**src/rtl/id_ex_pipeline_stage_if.sv**
```systemverilog
// ID/EX stage bus: decoder/register-file side in, EX side and hazard status out.
// master drives the ID fields and EX controls; slave is the pipeline register.
interface id_ex_pipeline_stage_if #(
  parameter int DATA_WIDTH = 32,
  parameter int REG_ADDR_W = 5,
  parameter int CNT_WIDTH  = 16
);
  logic                  id_valid;
  logic                  id_RegDst, id_BranchEQ, id_BranchNE, id_MemRead;
  logic                  id_MemtoReg, id_MemWrite, id_ALUSrc, id_RegWrite;
  logic [2:0]            id_ALUOp;
  logic [DATA_WIDTH-1:0] id_ReadData1, id_ReadData2, id_Imm, id_PC4;
  logic [REG_ADDR_W-1:0] id_Rs, id_Rt, id_Rd;
  logic                  ex_flush, ex_hold;

  logic                  stall;
  logic                  ex_valid;
  logic                  ex_RegDst, ex_BranchEQ, ex_BranchNE, ex_MemRead;
  logic                  ex_MemtoReg, ex_MemWrite, ex_ALUSrc, ex_RegWrite;
  logic [2:0]            ex_ALUOp;
  logic [DATA_WIDTH-1:0] ex_ReadData1, ex_ReadData2, ex_Imm, ex_PC4;
  logic [REG_ADDR_W-1:0] ex_Rs, ex_Rt, ex_Rd;
  logic [CNT_WIDTH-1:0]  stall_count, flush_count;

  modport master (
    output id_valid, id_RegDst, id_BranchEQ, id_BranchNE, id_MemRead,
           id_MemtoReg, id_MemWrite, id_ALUSrc, id_RegWrite, id_ALUOp,
           id_ReadData1, id_ReadData2, id_Imm, id_PC4, id_Rs, id_Rt, id_Rd,
           ex_flush, ex_hold,
    input  stall, ex_valid, ex_RegDst, ex_BranchEQ, ex_BranchNE, ex_MemRead,
           ex_MemtoReg, ex_MemWrite, ex_ALUSrc, ex_RegWrite, ex_ALUOp,
           ex_ReadData1, ex_ReadData2, ex_Imm, ex_PC4, ex_Rs, ex_Rt, ex_Rd,
           stall_count, flush_count
  );

  modport slave (
    input  id_valid, id_RegDst, id_BranchEQ, id_BranchNE, id_MemRead,
           id_MemtoReg, id_MemWrite, id_ALUSrc, id_RegWrite, id_ALUOp,
           id_ReadData1, id_ReadData2, id_Imm, id_PC4, id_Rs, id_Rt, id_Rd,
           ex_flush, ex_hold,
    output stall, ex_valid, ex_RegDst, ex_BranchEQ, ex_BranchNE, ex_MemRead,
           ex_MemtoReg, ex_MemWrite, ex_ALUSrc, ex_RegWrite, ex_ALUOp,
           ex_ReadData1, ex_ReadData2, ex_Imm, ex_PC4, ex_Rs, ex_Rt, ex_Rd,
           stall_count, flush_count
  );
endinterface

```
**src/rtl/id_ex_pipeline_stage.sv**
```systemverilog
// ID/EX pipeline register with load-use hazard detection, bubble injection
// on stall/flush, and saturating stall/flush event counters.
module id_ex_pipeline_stage #(
  parameter int DATA_WIDTH = 32,
  parameter int REG_ADDR_W = 5,
  parameter int CNT_WIDTH  = 16
) (
  input logic clk,
  input logic reset,
  id_ex_pipeline_stage_if.slave io_bus
);
  typedef struct packed {
    logic       RegDst, BranchEQ, BranchNE, MemRead;
    logic       MemtoReg, MemWrite, ALUSrc, RegWrite;
    logic [2:0] ALUOp;
  } ctrl_t;

  ctrl_t                 w_id_ctrl, r_ctrl;
  logic                  r_valid;
  logic [DATA_WIDTH-1:0] r_rd1, r_rd2, r_imm, r_pc4;
  logic [REG_ADDR_W-1:0] r_rs, r_rt, r_rd;
  logic [CNT_WIDTH-1:0]  r_stall_cnt, r_flush_cnt;
  logic                  w_use_rt, w_load_use, w_stall;

  assign w_id_ctrl = {io_bus.id_RegDst, io_bus.id_BranchEQ, io_bus.id_BranchNE,
                      io_bus.id_MemRead, io_bus.id_MemtoReg, io_bus.id_MemWrite,
                      io_bus.id_ALUSrc, io_bus.id_RegWrite, io_bus.id_ALUOp};

  // rs is always read; rt only when it is an ALU source or store data
  assign w_use_rt   = ~io_bus.id_ALUSrc | io_bus.id_MemWrite;
  assign w_load_use = io_bus.id_valid & r_valid & r_ctrl.MemRead & (r_rt != '0) &
                      ((r_rt == io_bus.id_Rs) | (w_use_rt & (r_rt == io_bus.id_Rt)));
  assign w_stall    = w_load_use & ~io_bus.ex_flush & ~io_bus.ex_hold & ~reset;

  always_ff @(posedge clk) begin
    if (reset) begin
      r_valid     <= 1'b0;
      r_ctrl      <= '0;
      r_rd1       <= '0;
      r_rd2       <= '0;
      r_imm       <= '0;
      r_pc4       <= '0;
      r_rs        <= '0;
      r_rt        <= '0;
      r_rd        <= '0;
      r_stall_cnt <= '0;
      r_flush_cnt <= '0;
    end else if (!io_bus.ex_hold) begin
      if (io_bus.ex_flush || w_load_use) begin
        r_valid <= 1'b0;
        r_ctrl  <= '0;
        r_rd1   <= '0;
        r_rd2   <= '0;
        r_imm   <= '0;
        r_pc4   <= '0;
        r_rs    <= '0;
        r_rt    <= '0;
        r_rd    <= '0;
        // flush outranks load-use, so only one counter moves per edge
        if (io_bus.ex_flush) begin
          if (r_flush_cnt != '1) r_flush_cnt <= r_flush_cnt + 1'b1;
        end else begin
          if (r_stall_cnt != '1) r_stall_cnt <= r_stall_cnt + 1'b1;
        end
      end else begin
        r_valid <= io_bus.id_valid;
        r_ctrl  <= io_bus.id_valid ? w_id_ctrl : '0;
        r_rd1   <= io_bus.id_ReadData1;
        r_rd2   <= io_bus.id_ReadData2;
        r_imm   <= io_bus.id_Imm;
        r_pc4   <= io_bus.id_PC4;
        r_rs    <= io_bus.id_Rs;
        r_rt    <= io_bus.id_Rt;
        r_rd    <= io_bus.id_Rd;
      end
    end
  end

  assign io_bus.stall        = w_stall;
  assign io_bus.ex_valid     = r_valid;
  assign io_bus.ex_RegDst    = r_ctrl.RegDst;
  assign io_bus.ex_BranchEQ  = r_ctrl.BranchEQ;
  assign io_bus.ex_BranchNE  = r_ctrl.BranchNE;
  assign io_bus.ex_MemRead   = r_ctrl.MemRead;
  assign io_bus.ex_MemtoReg  = r_ctrl.MemtoReg;
  assign io_bus.ex_MemWrite  = r_ctrl.MemWrite;
  assign io_bus.ex_ALUSrc    = r_ctrl.ALUSrc;
  assign io_bus.ex_RegWrite  = r_ctrl.RegWrite;
  assign io_bus.ex_ALUOp     = r_ctrl.ALUOp;
  assign io_bus.ex_ReadData1 = r_rd1;
  assign io_bus.ex_ReadData2 = r_rd2;
  assign io_bus.ex_Imm       = r_imm;
  assign io_bus.ex_PC4       = r_pc4;
  assign io_bus.ex_Rs        = r_rs;
  assign io_bus.ex_Rt        = r_rt;
  assign io_bus.ex_Rd        = r_rd;
  assign io_bus.stall_count  = r_stall_cnt;
  assign io_bus.flush_count  = r_flush_cnt;
endmodule

```
**src/flat_wrapper.sv**
```systemverilog
// flat-port wrapper written by rule: the top's interface ports become plain ports
module id_ex_pipeline_stage_flat 
#(
  parameter int DATA_WIDTH = 32,
  parameter int REG_ADDR_W = 5,
  parameter int CNT_WIDTH  = 16
)
  (clk, reset, io_bus_id_valid, io_bus_id_RegDst, io_bus_id_BranchEQ, io_bus_id_BranchNE, io_bus_id_MemRead, io_bus_id_MemtoReg, io_bus_id_MemWrite, io_bus_id_ALUSrc, io_bus_id_RegWrite, io_bus_id_ALUOp, io_bus_id_ReadData1, io_bus_id_ReadData2, io_bus_id_Imm, io_bus_id_PC4, io_bus_id_Rs, io_bus_id_Rt, io_bus_id_Rd, io_bus_ex_flush, io_bus_ex_hold, io_bus_stall, io_bus_ex_valid, io_bus_ex_RegDst, io_bus_ex_BranchEQ, io_bus_ex_BranchNE, io_bus_ex_MemRead, io_bus_ex_MemtoReg, io_bus_ex_MemWrite, io_bus_ex_ALUSrc, io_bus_ex_RegWrite, io_bus_ex_ALUOp, io_bus_ex_ReadData1, io_bus_ex_ReadData2, io_bus_ex_Imm, io_bus_ex_PC4, io_bus_ex_Rs, io_bus_ex_Rt, io_bus_ex_Rd, io_bus_stall_count, io_bus_flush_count);
  id_ex_pipeline_stage_if #(.DATA_WIDTH(DATA_WIDTH), .REG_ADDR_W(REG_ADDR_W), .CNT_WIDTH(CNT_WIDTH)) io_bus_i ();
  input logic clk;
  input logic reset;
  input wire logic [$bits(io_bus_i.id_valid)-1:0] io_bus_id_valid;
  input wire logic [$bits(io_bus_i.id_RegDst)-1:0] io_bus_id_RegDst;
  input wire logic [$bits(io_bus_i.id_BranchEQ)-1:0] io_bus_id_BranchEQ;
  input wire logic [$bits(io_bus_i.id_BranchNE)-1:0] io_bus_id_BranchNE;
  input wire logic [$bits(io_bus_i.id_MemRead)-1:0] io_bus_id_MemRead;
  input wire logic [$bits(io_bus_i.id_MemtoReg)-1:0] io_bus_id_MemtoReg;
  input wire logic [$bits(io_bus_i.id_MemWrite)-1:0] io_bus_id_MemWrite;
  input wire logic [$bits(io_bus_i.id_ALUSrc)-1:0] io_bus_id_ALUSrc;
  input wire logic [$bits(io_bus_i.id_RegWrite)-1:0] io_bus_id_RegWrite;
  input wire logic [$bits(io_bus_i.id_ALUOp)-1:0] io_bus_id_ALUOp;
  input wire logic [$bits(io_bus_i.id_ReadData1)-1:0] io_bus_id_ReadData1;
  input wire logic [$bits(io_bus_i.id_ReadData2)-1:0] io_bus_id_ReadData2;
  input wire logic [$bits(io_bus_i.id_Imm)-1:0] io_bus_id_Imm;
  input wire logic [$bits(io_bus_i.id_PC4)-1:0] io_bus_id_PC4;
  input wire logic [$bits(io_bus_i.id_Rs)-1:0] io_bus_id_Rs;
  input wire logic [$bits(io_bus_i.id_Rt)-1:0] io_bus_id_Rt;
  input wire logic [$bits(io_bus_i.id_Rd)-1:0] io_bus_id_Rd;
  input wire logic [$bits(io_bus_i.ex_flush)-1:0] io_bus_ex_flush;
  input wire logic [$bits(io_bus_i.ex_hold)-1:0] io_bus_ex_hold;
  output wire logic [$bits(io_bus_i.stall)-1:0] io_bus_stall;
  output wire logic [$bits(io_bus_i.ex_valid)-1:0] io_bus_ex_valid;
  output wire logic [$bits(io_bus_i.ex_RegDst)-1:0] io_bus_ex_RegDst;
  output wire logic [$bits(io_bus_i.ex_BranchEQ)-1:0] io_bus_ex_BranchEQ;
  output wire logic [$bits(io_bus_i.ex_BranchNE)-1:0] io_bus_ex_BranchNE;
  output wire logic [$bits(io_bus_i.ex_MemRead)-1:0] io_bus_ex_MemRead;
  output wire logic [$bits(io_bus_i.ex_MemtoReg)-1:0] io_bus_ex_MemtoReg;
  output wire logic [$bits(io_bus_i.ex_MemWrite)-1:0] io_bus_ex_MemWrite;
  output wire logic [$bits(io_bus_i.ex_ALUSrc)-1:0] io_bus_ex_ALUSrc;
  output wire logic [$bits(io_bus_i.ex_RegWrite)-1:0] io_bus_ex_RegWrite;
  output wire logic [$bits(io_bus_i.ex_ALUOp)-1:0] io_bus_ex_ALUOp;
  output wire logic [$bits(io_bus_i.ex_ReadData1)-1:0] io_bus_ex_ReadData1;
  output wire logic [$bits(io_bus_i.ex_ReadData2)-1:0] io_bus_ex_ReadData2;
  output wire logic [$bits(io_bus_i.ex_Imm)-1:0] io_bus_ex_Imm;
  output wire logic [$bits(io_bus_i.ex_PC4)-1:0] io_bus_ex_PC4;
  output wire logic [$bits(io_bus_i.ex_Rs)-1:0] io_bus_ex_Rs;
  output wire logic [$bits(io_bus_i.ex_Rt)-1:0] io_bus_ex_Rt;
  output wire logic [$bits(io_bus_i.ex_Rd)-1:0] io_bus_ex_Rd;
  output wire logic [$bits(io_bus_i.stall_count)-1:0] io_bus_stall_count;
  output wire logic [$bits(io_bus_i.flush_count)-1:0] io_bus_flush_count;
  assign io_bus_i.id_valid = io_bus_id_valid;
  assign io_bus_i.id_RegDst = io_bus_id_RegDst;
  assign io_bus_i.id_BranchEQ = io_bus_id_BranchEQ;
  assign io_bus_i.id_BranchNE = io_bus_id_BranchNE;
  assign io_bus_i.id_MemRead = io_bus_id_MemRead;
  assign io_bus_i.id_MemtoReg = io_bus_id_MemtoReg;
  assign io_bus_i.id_MemWrite = io_bus_id_MemWrite;
  assign io_bus_i.id_ALUSrc = io_bus_id_ALUSrc;
  assign io_bus_i.id_RegWrite = io_bus_id_RegWrite;
  assign io_bus_i.id_ALUOp = io_bus_id_ALUOp;
  assign io_bus_i.id_ReadData1 = io_bus_id_ReadData1;
  assign io_bus_i.id_ReadData2 = io_bus_id_ReadData2;
  assign io_bus_i.id_Imm = io_bus_id_Imm;
  assign io_bus_i.id_PC4 = io_bus_id_PC4;
  assign io_bus_i.id_Rs = io_bus_id_Rs;
  assign io_bus_i.id_Rt = io_bus_id_Rt;
  assign io_bus_i.id_Rd = io_bus_id_Rd;
  assign io_bus_i.ex_flush = io_bus_ex_flush;
  assign io_bus_i.ex_hold = io_bus_ex_hold;
  assign io_bus_stall = io_bus_i.stall;
  assign io_bus_ex_valid = io_bus_i.ex_valid;
  assign io_bus_ex_RegDst = io_bus_i.ex_RegDst;
  assign io_bus_ex_BranchEQ = io_bus_i.ex_BranchEQ;
  assign io_bus_ex_BranchNE = io_bus_i.ex_BranchNE;
  assign io_bus_ex_MemRead = io_bus_i.ex_MemRead;
  assign io_bus_ex_MemtoReg = io_bus_i.ex_MemtoReg;
  assign io_bus_ex_MemWrite = io_bus_i.ex_MemWrite;
  assign io_bus_ex_ALUSrc = io_bus_i.ex_ALUSrc;
  assign io_bus_ex_RegWrite = io_bus_i.ex_RegWrite;
  assign io_bus_ex_ALUOp = io_bus_i.ex_ALUOp;
  assign io_bus_ex_ReadData1 = io_bus_i.ex_ReadData1;
  assign io_bus_ex_ReadData2 = io_bus_i.ex_ReadData2;
  assign io_bus_ex_Imm = io_bus_i.ex_Imm;
  assign io_bus_ex_PC4 = io_bus_i.ex_PC4;
  assign io_bus_ex_Rs = io_bus_i.ex_Rs;
  assign io_bus_ex_Rt = io_bus_i.ex_Rt;
  assign io_bus_ex_Rd = io_bus_i.ex_Rd;
  assign io_bus_stall_count = io_bus_i.stall_count;
  assign io_bus_flush_count = io_bus_i.flush_count;
  id_ex_pipeline_stage #(.DATA_WIDTH(DATA_WIDTH), .REG_ADDR_W(REG_ADDR_W), .CNT_WIDTH(CNT_WIDTH)) u_core (.clk(clk), .reset(reset), .io_bus(io_bus_i));
endmodule
```
**config.mk**
```make
export PLATFORM = sky130hd
export DESIGN_NAME = id_ex_pipeline_stage_flat
export DESIGN_NICKNAME = d
export VERILOG_FILES = /design/src/rtl/id_ex_pipeline_stage_if.sv /design/src/rtl/id_ex_pipeline_stage.sv /design/src/flat_wrapper.sv
export SDC_FILE = /design/constraint.sdc
export NUM_CORES = 1
export LEC_CHECK = 0
export ABC_AREA = 0
export BUFFER_PORTS_ARGS = -buffer_cell sky130_fd_sc_hd__buf_2
export CAP_MARGIN = 40
export CORE_AREA = 2 2 136 138
export DETAILED_ROUTE_END_ITERATION = 8
export DIE_AREA = 0 0 138 140
export PLACE_DENSITY = 0.67
export SYNTH_ARGS = -nofsm -noshare
export SYNTH_HDL_FRONTEND = slang
export SYNTH_SLANG_ARGS = --single-unit
```
**constraint.sdc**
```tcl
create_clock -name clk -period 2.45 [get_ports clk]
set_clock_uncertainty 0.05 [all_clocks]
set_input_delay 0.735 -clock clk [delete_from_list [all_inputs] [get_ports clk]]
set_output_delay 0.735 -clock clk [all_outputs]
set_load 0.05 [all_outputs]
```
==> out/qor.txt <==
CP max stage cell: o22ai_2
Comb power frac: 0.130
reg2reg setup slack: 360 ps
CTS H-tree lvls: 4
WHS Path Cells: 1
crit path capture type: primary output
Sw Pwr: 1.91 mW
Pleak: 4.37 nW
Worst R2R Start: u_core.io_bus.ex_Rt[4]
Worst Hold Launch: u_core.io_bus.ex_BranchEQ
Routability Congestion: 0.822
I/O Buffers: 346
Site Rows: 49
top-area cell type share of the netlist area: 0.582
DRT antenna net count: 0
library cells used by synthesis: 39
crit path max fanout: 2
ys async rst share: 0
hold_ws: 414 ps
Slew Limit Fails: 0
number of remaining DRC errors: 0
worst slew pin tran: 463 ps
Min-Delay Path Class: reg -> reg
initial antenna violation count: 1
commonest cells in the netlist: dfxtp_1, a22o_1, nor2_1
fin nets: 1079
WP buf/inv: 2
vias per cell: 5.08
core region area: 17800 µm²
DP HPWL: 13.7 mm
Die Y: 140 µm
failing checks: setup timing
RSZ-0062 raised after global routing: yes
Iter 0 DRT Violations: 289
first-pass GRT wire length: 29.6 mm
Cell Chain, Critical Path: buf_8 -> xnor2_4 -> o2111ai_4 -> o22ai_2 -> nand2_2 -> nor2_4 -> buf_6
Setup Viol. Count Final: 1
die area: 19300 µm²
leading area contributor after synthesis: dfxtp_1
family with the most delay on the worst path: compound AO/OA/AOI/OAI gates
Flop pwr share: 0.471
1st-pass router iterations: 4
slowest stage delay, CP: 200 ps
peak supply drop: 0.447 mV
Internal: 4.88 mW
Clk pwr share: 0.400
multi-input logic area: 2630 µm²
cts hold-fix bufs: 0
Worst-Skew Late Latency: 430 ps
vias in the first global route: 5641
dpl cell area: 8560 µm²
Synthesized Nets: 727
Post-Syn Instances: 566
Final Util: 0.524
Final Non-Filler Cells: 1160
cts bufs inserted: 17
fillcell total: 1619
Placed Cells: 1126
post-synthesis cell area: 6430 µm²
CTS Root Cell: clkbuf_16
remaining global-route overflow: 0
Critical Path Stages: 7
Syn Area/Cell: 11.4 µm²
Fin Setup TNS: -70.1 ps
vias: 5894
cell with the most instances after synthesis: dfxtp_1
Sink Count: 187
EDFF count, synth: 0
final hold vios: 0
worst reg2reg path depth: 6
FF+latch area: 3760 µm²
WL/cell: 16.5 µm
CP Launch Point: io_bus_id_Rt[1]
Seq cells post-synth: 187
synth-to-layout area growth: 44.9%
Ports: 347
routed wire length: 19.1 mm
max_cap viols: 0
outcome: complete, but fails checks
Worst slew margin: 0.691
top_reg_cell synth: dfxtp_1
finished layout cell area: 9320 µm²
fin crit period: 2520 ps
share of cells above drive strength 1: 0.461
ranking of synthesized cells by area: dfxtp_1, a22o_1, xnor2_1
largest net degree at the start of global routing: 96
total track usage: 0.190
Switching Fraction: 0.281
die span in x: 138 µm
critical path arrival: 1740 ps
PwrDens: 728 nW/µm²
critical path class: in -> out
Req. time, crit path: 1660 ps
clk buf depth: 2
period utilization: 1.03
starting density of the core: 0.362
CP Launch Type: input port
Seq/Total Area, Yosys: 0.582
final worst-path setup slack: -70.1 ps
Yosys warnings: 0
Fmax: 397 MHz
CTS clk-pin slew, worst paths: 70 ps
CTS tree: built
==> per-stage QoR <==
| step | total power [mW] | setup slack, ps |
|---|---|---|
| final | 6.78 | -70.1 |
| after global placement | 4.11 | -347 |
| after CTS | 6.85 | -135 |
| after global routing | 7.06 | -112 |
| after detailed placement | 4.11 | -350 |
| after floorplan | 3.80 | 109 |
==> per-layer routing <==
metal  GRT usage  part of all wire  vias up
li1            -                 -     2882
met1       0.234              0.42     2707
met2       0.307              0.48      262
met3      0.0557             0.070       43
met4      0.0870             0.035        0
met5           0                 0        -
==> cell type report <==
cell class,instances,share of cell area
Multi-Input combinational cell,333,0.282
Tap cell,229,0.0307
Timing Repair Buffer,376,0.221
Clock inverter,14,0.0162
Inverter,3,0.00121
Antenna cell,1,0.000268
Clock buffer,17,0.0456
Sequential cell,187,0.403
==> cells in the final DEF, fill, tap and decap left out, types with 2 or more instances in the layout <==
master | Yosys | layout
buf_8 | 0 | 2
dfxtp_4 | 0 | 3
inv_1 | 3 | 3
buf_4 | 1 | 23
mux2i_1 | 2 | 2
mux2_2 | 2 | 2
nand2_1 | 15 | 14
a32o_1 | 11 | 11
clkbuf_16 | 0 | 17
ha_1 | 2 | 2
nor2b_1 | 6 | 5
xnor2_2 | 0 | 2
a22o_1 | 144 | 144
clkinv_4 | 0 | 3
nor4_1 | 8 | 8
nor2_1 | 26 | 25
and3_1 | 3 | 3
nor3_1 | 9 | 9
xnor2_1 | 23 | 17
nand2b_1 | 3 | 3
or4_1 | 11 | 11
o31ai_1 | 11 | 11
buf_2 | 18 | 342
a21oi_1 | 14 | 13
xnor2_4 | 0 | 4
and4_1 | 2 | 2
inv_8 | 0 | 4
nand3_1 | 16 | 15
clkinvlp_4 | 0 | 2
o21ai_0 | 2 | 2
dfxtp_1 | 187 | 183
nand4_1 | 9 | 9
buf_12 | 0 | 5
or3_1 | 2 | 2
buf_6 | 1 | 4
inv_6 | 0 | 4
==> power groups by stage <==
stage	clock network (mW)	logic (mW)	registers [mW]
after floorplan	0	0.190	3.61
after global placement	0	0.849	3.26
after detailed placement	0	0.852	3.26
after CTS	2.78	0.879	3.19
after global routing	2.93	0.927	3.20
final	2.71	0.880	3.19
==> cells by family (layout without fill, tap and decap cells) <==
| logic type | Yosys count | count (layout) | synth area share |
|---|---|---|---|
| AO/OA/AOI/OAI | 188 | 188 | 0.246 |
| XOR/XNOR | 23 | 23 | 0.0313 |
| adder cells (fa/ha/maj) | 2 | 2 | 0.00389 |
| buffers and inverters | 46 | 410 | 0.0321 |
| flip-flops | 187 | 187 | 0.582 |
| multiplexers | 4 | 4 | 0.00661 |
| other | 0 | 1 | 0 |
| AND/OR/NAND/NOR | 116 | 116 | 0.0980 |
==> state kept, by name (all words and copies together), names as in the netlist <==
register and count:
u_core.io_bus.ex_valid 1, u_core.io_bus.stall_count 16, u_core.io_bus.ex_BranchEQ 1, u_core.io_bus.ex_PC4 32, u_core.io_bus.ex_Rs 5, u_core.io_bus.ex_MemWrite 1, u_core.io_bus.ex_Imm 32, u_core.io_bus.ex_RegWrite 1
u_core.io_bus.ex_ReadData1 32, u_core.io_bus.ex_RegDst 1, u_core.io_bus.ex_ReadData2 32, u_core.io_bus.ex_ALUSrc 1, u_core.io_bus.ex_MemtoReg 1, u_core.io_bus.ex_Rt 5, u_core.io_bus.ex_BranchNE 1, u_core.io_bus.ex_MemRead 1
u_core.io_bus.ex_Rd 5, u_core.io_bus.ex_ALUOp 3, u_core.io_bus.flush_count 16
==> worst reg2reg max path, stage by stage, from the launching register on <==
cell	delay [ps]
dfxtp_4	370
xnor2_4	180
o2111ai_4	160
buf_4	160
o22a_2	370
nor4_1	330
mux2_2	360
==> timing repair <==
| item | in CTS | in global routing |
|---|---|---|
| resized for setup | 20 | 8 |
| endpoints found under the setup margin | 1 | 1 |
| buffers inserted | 1 | 1 |
| pin swaps | 7 | 9 |
==> worst paths after layout <==
path                                                     end
worst max-delay path                            io_bus_stall
worst min-delay path               u_core.io_bus.ex_BranchEQ
worst min register to register     u_core.io_bus.ex_BranchEQ
worst max register to register  u_core.io_bus.stall_count[5]
No activity file was read; power rests on OpenSTA's default activity.
